## src/rtl/spike_raster_buffer_if.sv

```systemverilog
// Spike-result and raster-word handshake bundle between the core, the raster buffer and the host.
// Latency: none (wires only).
// Backpressure: only the out* side has flow control (outReady); spike results cannot be stalled.
interface spike_raster_buffer_if #(
  parameter int IDX_W = 10,
  parameter int TS_W  = 10
);
  logic              spkValid;
  logic [IDX_W-1:0]  spkIdx;
  logic              spkFire;
  logic [TS_W-1:0]   spkTimestep;
  logic              outValid;
  logic              outReady;
  logic [15:0]       outData;
  logic [TS_W-1:0]   outTimestep;
  logic [IDX_W-5:0]  outWordIdx;

  // Producer of spikes / consumer of raster words (core + host side)
  modport master (
    output spkValid, spkIdx, spkFire, spkTimestep, outReady,
    input  outValid, outData, outTimestep, outWordIdx
  );

  // The raster buffer itself
  modport slave (
    input  spkValid, spkIdx, spkFire, spkTimestep, outReady,
    output outValid, outData, outTimestep, outWordIdx
  );
endinterface

```

## src/rtl/spike_raster_buffer.sv

```systemverilog
// Packs per-neuron spike results into tagged 16-bit raster words and queues them in an FWFT FIFO.
// Latency: closing spike sampled at edge N -> word at FIFO head (outValid=1) after edge N+1 when empty.
// Backpressure: none toward the core; host drains via outValid/outReady, words arriving at a full FIFO are dropped (sticky overflow).
// Optional build macro SPIKE_SKIP_EMPTY_EN: all-zero closed words are not queued.
module spike_raster_buffer #(
  parameter int IDX_W = 10,
  parameter int TS_W  = 10,
  parameter int DEPTH = 64,
  parameter int CNT_W = 7
) (
  input  logic               clk,
  input  logic               aclr,
  input  logic               clear,
  input  logic [IDX_W-1:0]   size,
  spike_raster_buffer_if.slave bus,
  output logic [CNT_W-1:0]   count,
  output logic               overflow,
  output logic               seqErr
);

  localparam int WI_W  = IDX_W - 4;
  localparam int PTR_W = $clog2(DEPTH);

  typedef struct packed {
    logic [15:0]     bits;
    logic [TS_W-1:0] ts;
    logic [WI_W-1:0] widx;
  } word_t;

  // Packer / sequence state
  logic [15:0]      acc_q, acc_d;
  logic [IDX_W-1:0] exp_idx_q, exp_idx_d;
  logic             seq_err_q, seq_err_d;
  logic             pend_vld_q, pend_vld_d;
  word_t            pend_q, pend_d;

  // FIFO state
  word_t            mem_q [DEPTH];
  logic [PTR_W-1:0] wr_ptr_q, wr_ptr_d;
  logic [PTR_W-1:0] rd_ptr_q, rd_ptr_d;
  logic [CNT_W-1:0] count_q, count_d;
  logic             out_vld_q, out_vld_d;
  word_t            head_q, head_d;
  logic             overflow_q, overflow_d;

  // Packer helpers
  logic [3:0]       bit_pos;
  logic [15:0]      acc_bits;
  logic             size_end;
  logic             close_word;

  // FIFO helpers
  logic             pop;
  logic             full;
  logic             push_ok;
  logic             drop;
  logic             mem_we;

  // Packer: merge the current spike into the accumulator, close words, track expected index
  always_comb begin
    bit_pos           = bus.spkIdx[3:0];
    acc_bits          = acc_q;
    acc_bits[bit_pos] = bus.spkFire;
    size_end          = (size != '0) && (bus.spkIdx == (size - IDX_W'(1)));
    close_word        = bus.spkValid && ((bit_pos == 4'hF) || size_end);

    acc_d      = acc_q;
    exp_idx_d  = exp_idx_q;
    seq_err_d  = seq_err_q;
    pend_vld_d = 1'b0;
    pend_d     = pend_q;

    if (bus.spkValid) begin
      if (bus.spkIdx != exp_idx_q) begin
        seq_err_d = 1'b1;
      end
      // Resync to the index actually seen so a single glitch reports once
      exp_idx_d = size_end ? '0 : (bus.spkIdx + IDX_W'(1));
      acc_d     = close_word ? '0 : acc_bits;
    end

    if (close_word) begin
      pend_d = '{bits: acc_bits, ts: bus.spkTimestep, widx: bus.spkIdx[IDX_W-1:4]};
`ifdef SPIKE_SKIP_EMPTY_EN
      pend_vld_d = |acc_bits;
`else
      pend_vld_d = 1'b1;
`endif
    end

    if (clear) begin
      acc_d      = '0;
      exp_idx_d  = '0;
      seq_err_d  = 1'b0;
      pend_vld_d = 1'b0;
      pend_d     = '0;
    end
  end

  // FIFO control: push/pop arbitration, occupancy, and next head value for the registered outputs
  always_comb begin
    pop     = out_vld_q && bus.outReady;
    full    = (count_q == CNT_W'(DEPTH));
    push_ok = pend_vld_q && (!full || pop);
    drop    = pend_vld_q && full && !pop;

    wr_ptr_d   = wr_ptr_q + (push_ok ? PTR_W'(1) : PTR_W'(0));
    rd_ptr_d   = rd_ptr_q + (pop ? PTR_W'(1) : PTR_W'(0));
    count_d    = count_q + (push_ok ? CNT_W'(1) : CNT_W'(0)) - (pop ? CNT_W'(1) : CNT_W'(0));
    overflow_d = overflow_q | drop;
    out_vld_d  = (count_d != '0);
    mem_we     = push_ok;

    // Head holds its last value while empty; a word written this edge into the
    // new head slot is forwarded since the memory write lands on the same edge.
    head_d = head_q;
    if (count_d != '0) begin
      if (push_ok && (wr_ptr_q == rd_ptr_d)) begin
        head_d = pend_q;
      end else begin
        head_d = mem_q[rd_ptr_d];
      end
    end

    if (clear) begin
      wr_ptr_d   = '0;
      rd_ptr_d   = '0;
      count_d    = '0;
      overflow_d = 1'b0;
      out_vld_d  = 1'b0;
      head_d     = '0;
      mem_we     = 1'b0;
    end
  end

  // State registers with asynchronous reset
  always_ff @(posedge clk or posedge aclr) begin
    if (aclr) begin
      acc_q      <= '0;
      exp_idx_q  <= '0;
      seq_err_q  <= 1'b0;
      pend_vld_q <= 1'b0;
      pend_q     <= '0;
      wr_ptr_q   <= '0;
      rd_ptr_q   <= '0;
      count_q    <= '0;
      out_vld_q  <= 1'b0;
      head_q     <= '0;
      overflow_q <= 1'b0;
    end else begin
      acc_q      <= acc_d;
      exp_idx_q  <= exp_idx_d;
      seq_err_q  <= seq_err_d;
      pend_vld_q <= pend_vld_d;
      pend_q     <= pend_d;
      wr_ptr_q   <= wr_ptr_d;
      rd_ptr_q   <= rd_ptr_d;
      count_q    <= count_d;
      out_vld_q  <= out_vld_d;
      head_q     <= head_d;
      overflow_q <= overflow_d;
    end
  end

  // FIFO storage; contents are don't-care until written, so no reset
  always_ff @(posedge clk) begin
    if (mem_we) begin
      mem_q[wr_ptr_q] <= pend_q;
    end
  end

  assign bus.outValid    = out_vld_q;
  assign bus.outData     = head_q.bits;
  assign bus.outTimestep = head_q.ts;
  assign bus.outWordIdx  = head_q.widx;
  assign count           = count_q;
  assign overflow        = overflow_q;
  assign seqErr          = seq_err_q;

endmodule

```

## src/flat_wrapper.sv

```systemverilog
// flat-port wrapper written by rule: the top's interface ports become plain ports
module spike_raster_buffer_flat 
#(
  parameter int IDX_W = 10,
  parameter int TS_W  = 10,
  parameter int DEPTH = 64,
  parameter int CNT_W = 7
)
  (clk, aclr, clear, size, count, overflow, seqErr, bus_spkValid, bus_spkIdx, bus_spkFire, bus_spkTimestep, bus_outReady, bus_outValid, bus_outData, bus_outTimestep, bus_outWordIdx);
  spike_raster_buffer_if #(.IDX_W(IDX_W), .TS_W(TS_W)) bus_i ();
  input  logic clk;
  input  logic aclr;
  input  logic clear;
  input  logic [IDX_W-1:0] size;
  output logic [CNT_W-1:0] count;
  output logic overflow;
  output logic seqErr;
  input wire logic [$bits(bus_i.spkValid)-1:0] bus_spkValid;
  input wire logic [$bits(bus_i.spkIdx)-1:0] bus_spkIdx;
  input wire logic [$bits(bus_i.spkFire)-1:0] bus_spkFire;
  input wire logic [$bits(bus_i.spkTimestep)-1:0] bus_spkTimestep;
  input wire logic [$bits(bus_i.outReady)-1:0] bus_outReady;
  output wire logic [$bits(bus_i.outValid)-1:0] bus_outValid;
  output wire logic [$bits(bus_i.outData)-1:0] bus_outData;
  output wire logic [$bits(bus_i.outTimestep)-1:0] bus_outTimestep;
  output wire logic [$bits(bus_i.outWordIdx)-1:0] bus_outWordIdx;
  assign bus_i.spkValid = bus_spkValid;
  assign bus_i.spkIdx = bus_spkIdx;
  assign bus_i.spkFire = bus_spkFire;
  assign bus_i.spkTimestep = bus_spkTimestep;
  assign bus_i.outReady = bus_outReady;
  assign bus_outValid = bus_i.outValid;
  assign bus_outData = bus_i.outData;
  assign bus_outTimestep = bus_i.outTimestep;
  assign bus_outWordIdx = bus_i.outWordIdx;
  spike_raster_buffer #(.IDX_W(IDX_W), .TS_W(TS_W), .DEPTH(DEPTH), .CNT_W(CNT_W)) u_core (.clk(clk), .aclr(aclr), .clear(clear), .size(size), .bus(bus_i), .count(count), .overflow(overflow), .seqErr(seqErr));
endmodule
```

## config.mk

```make
export PLATFORM = sky130hd
export DESIGN_NAME = spike_raster_buffer_flat
export DESIGN_NICKNAME = d
export VERILOG_FILES = /design/src/rtl/spike_raster_buffer_if.sv /design/src/rtl/spike_raster_buffer.sv /design/src/flat_wrapper.sv
export SDC_FILE = /design/constraint.sdc
export NUM_CORES = 2
export LEC_CHECK = 0
export BUFFER_PORTS_ARGS = -buffer_cell sky130_fd_sc_hd__buf_2
export CAP_MARGIN = 20
export CORE_MARGIN = 5
export CORE_UTILIZATION = 57
export DETAILED_ROUTE_END_ITERATION = 10
export PLACE_DENSITY_LB_ADDON = 0.05
export SYNTH_ARGS = -nofsm -noshare
export SYNTH_HDL_FRONTEND = slang
export SYNTH_SLANG_ARGS = --single-unit
```

## constraint.sdc

```tcl
create_clock -name clk -period 9.8 [get_ports clk]
set_clock_uncertainty 0.2 [all_clocks]
set_input_delay 1.47 -clock clk [delete_from_list [all_inputs] [get_ports clk]]
set_output_delay 1.47 -clock clk [all_outputs]
set_load 0.01 [all_outputs]
```

# Word level (Yosys, flattened, before mapping)
# Memory sizes are Yosys's and may differ from the RTL's.
# Index checks and enable logic that the tools add are counted.
dict set report classes {
  n_addsub 6
  order_cmp 2
  n_shift 0
  mul 0
  n_reduce_logical 19
  n_div 0
  mux 31
  n_eq_ne 5
  n_bitwise 1
}
# op count
set ops {}
lappend ops {{two-way mux 32 bit} 5}
lappend ops {{two-way mux 16 bit} 3}
lappend ops {{two-way mux 10 bit} 3}
lappend ops {{bitwise mux 16 bit} 1}
lappend ops {{two-way mux 1 bit} 15}
lappend ops {{adder 6 bit} 2}
lappend ops {{two-way mux 6 bit} 2}
lappend ops {{adder 10 x 1 -> 10 bit, second input constant} 1}
lappend ops {{== test 10 bit} 1}
lappend ops {{inequality test 10 bit} 1}
lappend ops {{nonzero test 10 bit} 1}
lappend ops {{subtractor 10 x 1 -> 10 bit, second input constant} 1}
lappend ops {{logical AND 1 bit} 8}
lappend ops {{nonzero test 2 bit} 4}
lappend ops {{adder 7 bit} 1}
lappend ops {{== test 7 bit, second input constant} 1}
lappend ops {{two-way mux 7 bit} 1}
lappend ops {{nonzero test 7 bit} 1}
lappend ops {{subtractor 7 bit} 1}
lappend ops {{== test 6 bit} 1}
lappend ops {{< comparator 4 x 5 -> 1 bit, second input constant} 1}
lappend ops {{demux 1 bit (select 4 bit)} 1}
lappend ops {{== test 4 bit, second input constant} 1}
lappend ops {{>= comparator 4 x 1 -> 1 bit, second input constant} 1}
lappend ops {{other kinds (4)} 6}
dict set report totals {
  register_bits 113
  inputBits 36
  latchBits 0
  mem_bits_rw 2048
  mem_bits_ro 0
  output_inout_bits 42
  word_cells 80
  memories 1
}
# memory depth width rd rd_clocked_by_memory_dff write_ports line_no
set mem_list {}
lappend mem_list {u_core.mem_q 64 32 1 0 1 spike_raster_buffer.sv:38} ;# word_t mem_q [DEPTH];

# Depth between registers and ports, before layout
dict set report depth {
  word_depth 10
  depth_mapped 19
  mapped_depth_nobuf 17
}

# Worst setup path after synthesis
# Ideal clock, no wire load.
dict set report synth_timing {
  kind {in2reg}
  from {input bus_outReady}
  to {memory u_core.mem_q[63][0] (netlist bit), enable pin}
  path_slack_ns 5.488
  required_ns 9.179
  setup_ns 0.421
  path_buffers 0
  stages 6
  t_arrival_ns 3.691
  path_cell_list {nand2_1 > nand3_1 > nand2_1 > nor3b_1 > nand3_1 > nor2_1}
}
dict set report synth_via {
  elab_chain_cells 6
}
# element line_no
set synth_rtl {}
lappend synth_rtl {{from (decl)} flat_wrapper.sv:22} ;# input wire logic [$bits(bus_i.outReady)-1:0] bus_outReady;
lappend synth_rtl {{logical AND 1 bit} spike_raster_buffer.sv:102} ;# pop = out_vld_q && bus.outReady;
lappend synth_rtl {{logical OR 1 bit} spike_raster_buffer.sv:104} ;# push_ok = pend_vld_q && (!full || pop);
lappend synth_rtl {{logical AND 1 bit} spike_raster_buffer.sv:104}
lappend synth_rtl {{two-way mux 1 bit} spike_raster_buffer.sv:125} ;# if (clear) begin
lappend synth_rtl {{two-way mux 1 bit} spike_raster_buffer.sv:167} ;# if (mem_we) begin
lappend synth_rtl {{two-way mux 1 bit (implied by the code)} spike_raster_buffer.sv:168} ;# mem_q[wr_ptr_q] <= pend_q;
lappend synth_rtl {{to (decl)} spike_raster_buffer.sv:38}
# No other way between the ends.

# Worst setup path in the final report
dict set report layout_timing {
  from {input bus_outReady}
  to {register u_core.head_q, in the netlist u_core.bus.outWordIdx[4]}
}
dict set report layout_via {
  elab_chain_cells 8
  word_cells_on_any_way 17
  classes_between {add/sub: 3; eq/ne: 1; mux: 6; reduce/logical: 6; memory: 1}
}
# element line_no
set layout_rtl {}
lappend layout_rtl {{logical AND 1 bit *} spike_raster_buffer.sv:102}
lappend layout_rtl {{logical OR 1 bit or two-way mux 1 bit (tied branches)} {spike_raster_buffer.sv:104, spike_raster_buffer.sv:108, spike_raster_buffer.sv:109}}
lappend layout_rtl {{logical AND 1 bit or adder 6 bit (tied branches)} {spike_raster_buffer.sv:104, spike_raster_buffer.sv:108}}
lappend layout_rtl {{two-way mux 1 bit or == test 6 bit (tied branches)} {spike_raster_buffer.sv:109, spike_raster_buffer.sv:118}}
lappend layout_rtl {{adder 7 bit or logical AND 1 bit (tied branches)} {spike_raster_buffer.sv:109, spike_raster_buffer.sv:118}}
lappend layout_rtl {{subtractor 7 bit or two-way mux 32 bit (tied branches)} {spike_raster_buffer.sv:109, spike_raster_buffer.sv:118}}
lappend layout_rtl {{nonzero test 7 bit or two-way mux 32 bit (tied branches)} spike_raster_buffer.sv:117} ;# if (count_d != '0) begin
lappend layout_rtl {{nonzero test 2 bit (no source line) or two-way mux 32 bit (tied branches)} --}
lappend layout_rtl {{to (signal assigned)} spike_raster_buffer.sv:148} ;# head_q <= '0;
lappend layout_rtl {{to (signal assigned)} spike_raster_buffer.sv:160} ;# head_q <= head_d;
lappend layout_rtl {{to (decl)} spike_raster_buffer.sv:43} ;# word_t head_q, head_d;
# Mark *: on every way between the ends. The rest lies on a longest branch, timed or not. The select of a mux whose other input is x is not followed.
# A chain may end at the register's enable or synchronous reset.

==> results.cfg <==
[run_status]
status = complete, no violations

[grt]
grt_max_degree = 122
track_usage_pct = 28.18
antenna_found_initial = 1
grt_pass1_vias = 42740
grt_pass1_wl_mm = 313.9
grt_remaining_overflow = 0

[clock_tree]
cts_buffers = 214
holdBufCountCts = 0
post_cts_buffers = 0
htree_levels = 4
clk_pin_slew_ns = 0.06
clock_latency_ns = 0.84
cts_tree = yes
root_buffer = clkbuf_16
cts_max_path_buffers = 3
ctsResizeCount = 0
cts.sinks = 2161

[finish]
final_area_sq_um = 95320
final_core_util_pct = 64.55
n_fill_cell = 9935
diodes = 0
drive_above_1_share_pct = 25.44
area_growth_syn_to_layout_pct = 12.72
nets = 4492

[route]
routed_wl_mm = 218.5
wl_per_cell_um = 33.36
antenna_left = 0
via_per_inst = 6.515
drtPass1Iterations = 5
drc = 0
num_vias = 42670
initialDrtViolationCount = 4791

[critical_path]
cp_cell_sequence = buf_2 > nand2_1 > inv_1 > ha_4 > ha_4 > buf_12 > buf_4 > mux4_2 > nand2_1 > nand3_1 > nand4_1 > nand2_1 > o2111ai_1 > a21oi_1
critPathMaxStageDelay_ns = 0.82
cp.required_ns = 10.27
slowest_stage = buf_4
rr_worst_depth = 13
cp.buffers_inverters = 4
crit_family = buffers and inverters
crit_fanout = 95
arrival_ns = 5.70
crit_path_start_kind = input pin
worstSetupPathType = input pin to flip-flop
path_depth = 14
cp-end-kind = flip-flop
cpMostUsedCell = nand2_1

[timing]
grt_setup_unrepaired = no
setup_slack_ns = 4.563
fin_crit_ns = 5.237
setup_viol = 0
setup_tns_ns = 0
finalCritPeriodShare_pct = 53.44
fmax_ghz = 0.1910
timing.final.hold_violations = 0
timing.slew.headroom_pct = 14.82
drv_slew = 0
worstMarginPinSlew_ns = 1.278

[die]
core_sq_um = 147700
die_w_um = 395.2
die_area_sq_um = 156200
die_height_um = 395.2
fp-row-count = 141
start_util_pct = 57.27
ios = 78

[hold_path]
hold_depth = 2
hold_path.class = flip-flop to flip-flop

[logic_synthesis]
postSynthRegisterBits = 2161
ys_async_sr_fraction_pct = 5.229
ys_types = 69
synth_warnings = 0
yosys-top-cells-area = edfxtp_1, mux4_2, dfrtp_1, nand2_1, nand3_1
synth_enable_flop_cells = 2048
yosysMostFrequentCell = edfxtp_1
yosysTopAreaCell = edfxtp_1
syn_area_per_cell_sq_um = 19.85
syn_area_sq_um = 84560
synthFlopType = edfxtp_1
synth_top_area_share_pct = 72.73
synthTopCellsByCount = edfxtp_1, mux4_2, nand2_1
syn_inst = 4260
syn_nets = 4315
synth_sequential_area_ratio_pct = 76.07

[job]
cap_viol_max_count = 0

[place]
io_buffers = 77
dpl_worst_slack_ns = 3.841
gp_congestion = 0.8342
place_area_sq_um = 87770
dpl.hpwl_mm = 116.2

[power_and_ir_drop]
leakage_uw = 0.03075
irDropWorstVdd_uv = 167.0
power_density_nw_per_um2 = 208.4
finalPower_uw = 19860
-- final cells by class --
class	instances	area, sq um	area share, %
clock buffers	261	5710	5.991
clock inverters	137	1365	1.432
inverters	23	88.84	0.09319
multi-input cells	1825	19520	20.47
flip-flops and latches	2161	64370	67.53
well taps	1930	2415	2.533
repair buffers	212	1862	1.953
-- per-layer routing --
metal | vias up | wire length, um | track usage (%)
li1 | 17620 | - | -
met1 | 22810 | 87570 | 40.41
met2 | 1887 | 105800 | 44.77
met3 | 351 | 18720 | 6.118
met4 | 0 | 6338 | 7.765
met5 | - | 0 | 0
-- state kept, by name, summed over array words and instances (netlist names) --
name and cells:
u_core.acc_q 16, u_core.bus.outData 16, u_core.bus.outTimestep 10, u_core.bus.outValid 1
u_core.bus.outWordIdx 6, u_core.count 7, u_core.exp_idx_q 10, u_core.mem_q 2048
u_core.overflow 1, u_core.pend_q 32, u_core.pend_vld_q 1, u_core.rd_ptr_q 6
u_core.seqErr 1, u_core.wr_ptr_q 6
-- path summary, 6_finish.rpt --
kind | endpoint | startpoint | slack [ns]
min | u_core.seqErr | u_core.seqErr | 0.31
min in group asynchronous | u_core.pend_q[15] | aclr | 0.41
max reg2reg | u_core.bus.outWordIdx[4] | u_core.bus.outValid | 4.88
min reg2reg | u_core.seqErr | u_core.seqErr | 0.31
max | u_core.bus.outWordIdx[4] | bus_outReady | 4.56
max in group asynchronous | u_core.pend_q[11] | aclr | 7.11
-- metrics by stage --
stage	instances	hold slack (ns)
finish	6549	0.3064
global route	6549	0.3397
CTS	6530	0.3147
detailed placement	6132	0.2991
global placement	6129	0.2839
floorplan	4260	0.2847
-- report_power, final --
group | total [uW] | leakage [uW] | switching, uW | internal (uW)
registers | 10100 | 0.0206 | 68.8 | 10000
logic | 1520 | 0.00665 | 837 | 681
clock network | 8230 | 0.00346 | 3420 | 4810
total | 19900 | 0.0308 | 4320 | 15500
-- worst register-to-register path: cells and delay by family, from the launching register on --
family / cells / cell delay, ns
AO/OA/AOI/OAI: 2 / 0.30
AND/OR/NAND/NOR: 5 / 0.78
flip-flops: 1 / 0.40
adder cells (fa/ha/maj): 2 / 0.97
multiplexers: 1 / 0.47
buffers and inverters: 3 / 1.64
-- logic make-up (layout without fill, tap and decap cells) --
kind of cell    count (synthesis)  count (layout)  synth area share (%)
simple gates                  969             969                 5.083
flops                        2161            2161                 76.07
mux                           605             605                 14.96
compound gates                181             181                 1.438
fa+ha+maj                      19              19                0.2900
xor+xnor                       51              51                0.5593
buf+inv                       274             633                 1.599
-- cell usage in the layout (no fill, tap or decap), types with 6 or more instances in the layout --
master      synthesis  final
clkbuf_16           0    221
buf_12              0     16
dfrtp_2             0     32
o2111ai_1          32     31
bufinv_16           0     26
mux2i_1            77     77
nand2_1           466    466
clkinvlp_4          0     10
nor2_4              0     65
nand2b_1           15     15
nand3_1           242    242
ha_1               18     16
inv_6               0      6
inv_1              21     20
a211oi_1           16     16
nand4_1            46     46
buf_2              43     76
xor2_1             25     24
nor2b_1            13     13
clkbuf_1          104     37
mux4_2            527    527
nor2_1            141     75
o211ai_1           11     11
dfrtp_1           113     81
buf_4              58    107
nand3b_1            6      6
nor3_1              8      8
xnor2_1            24     22
o21ai_0            13     13
buf_16              0     13
edfxtp_1         2048   2048
clkinv_2            0     43
a21oi_1            60     60
clkinv_1            1     49
o22ai_1            19     19
No activity file was read; power rests on OpenSTA's default activity.
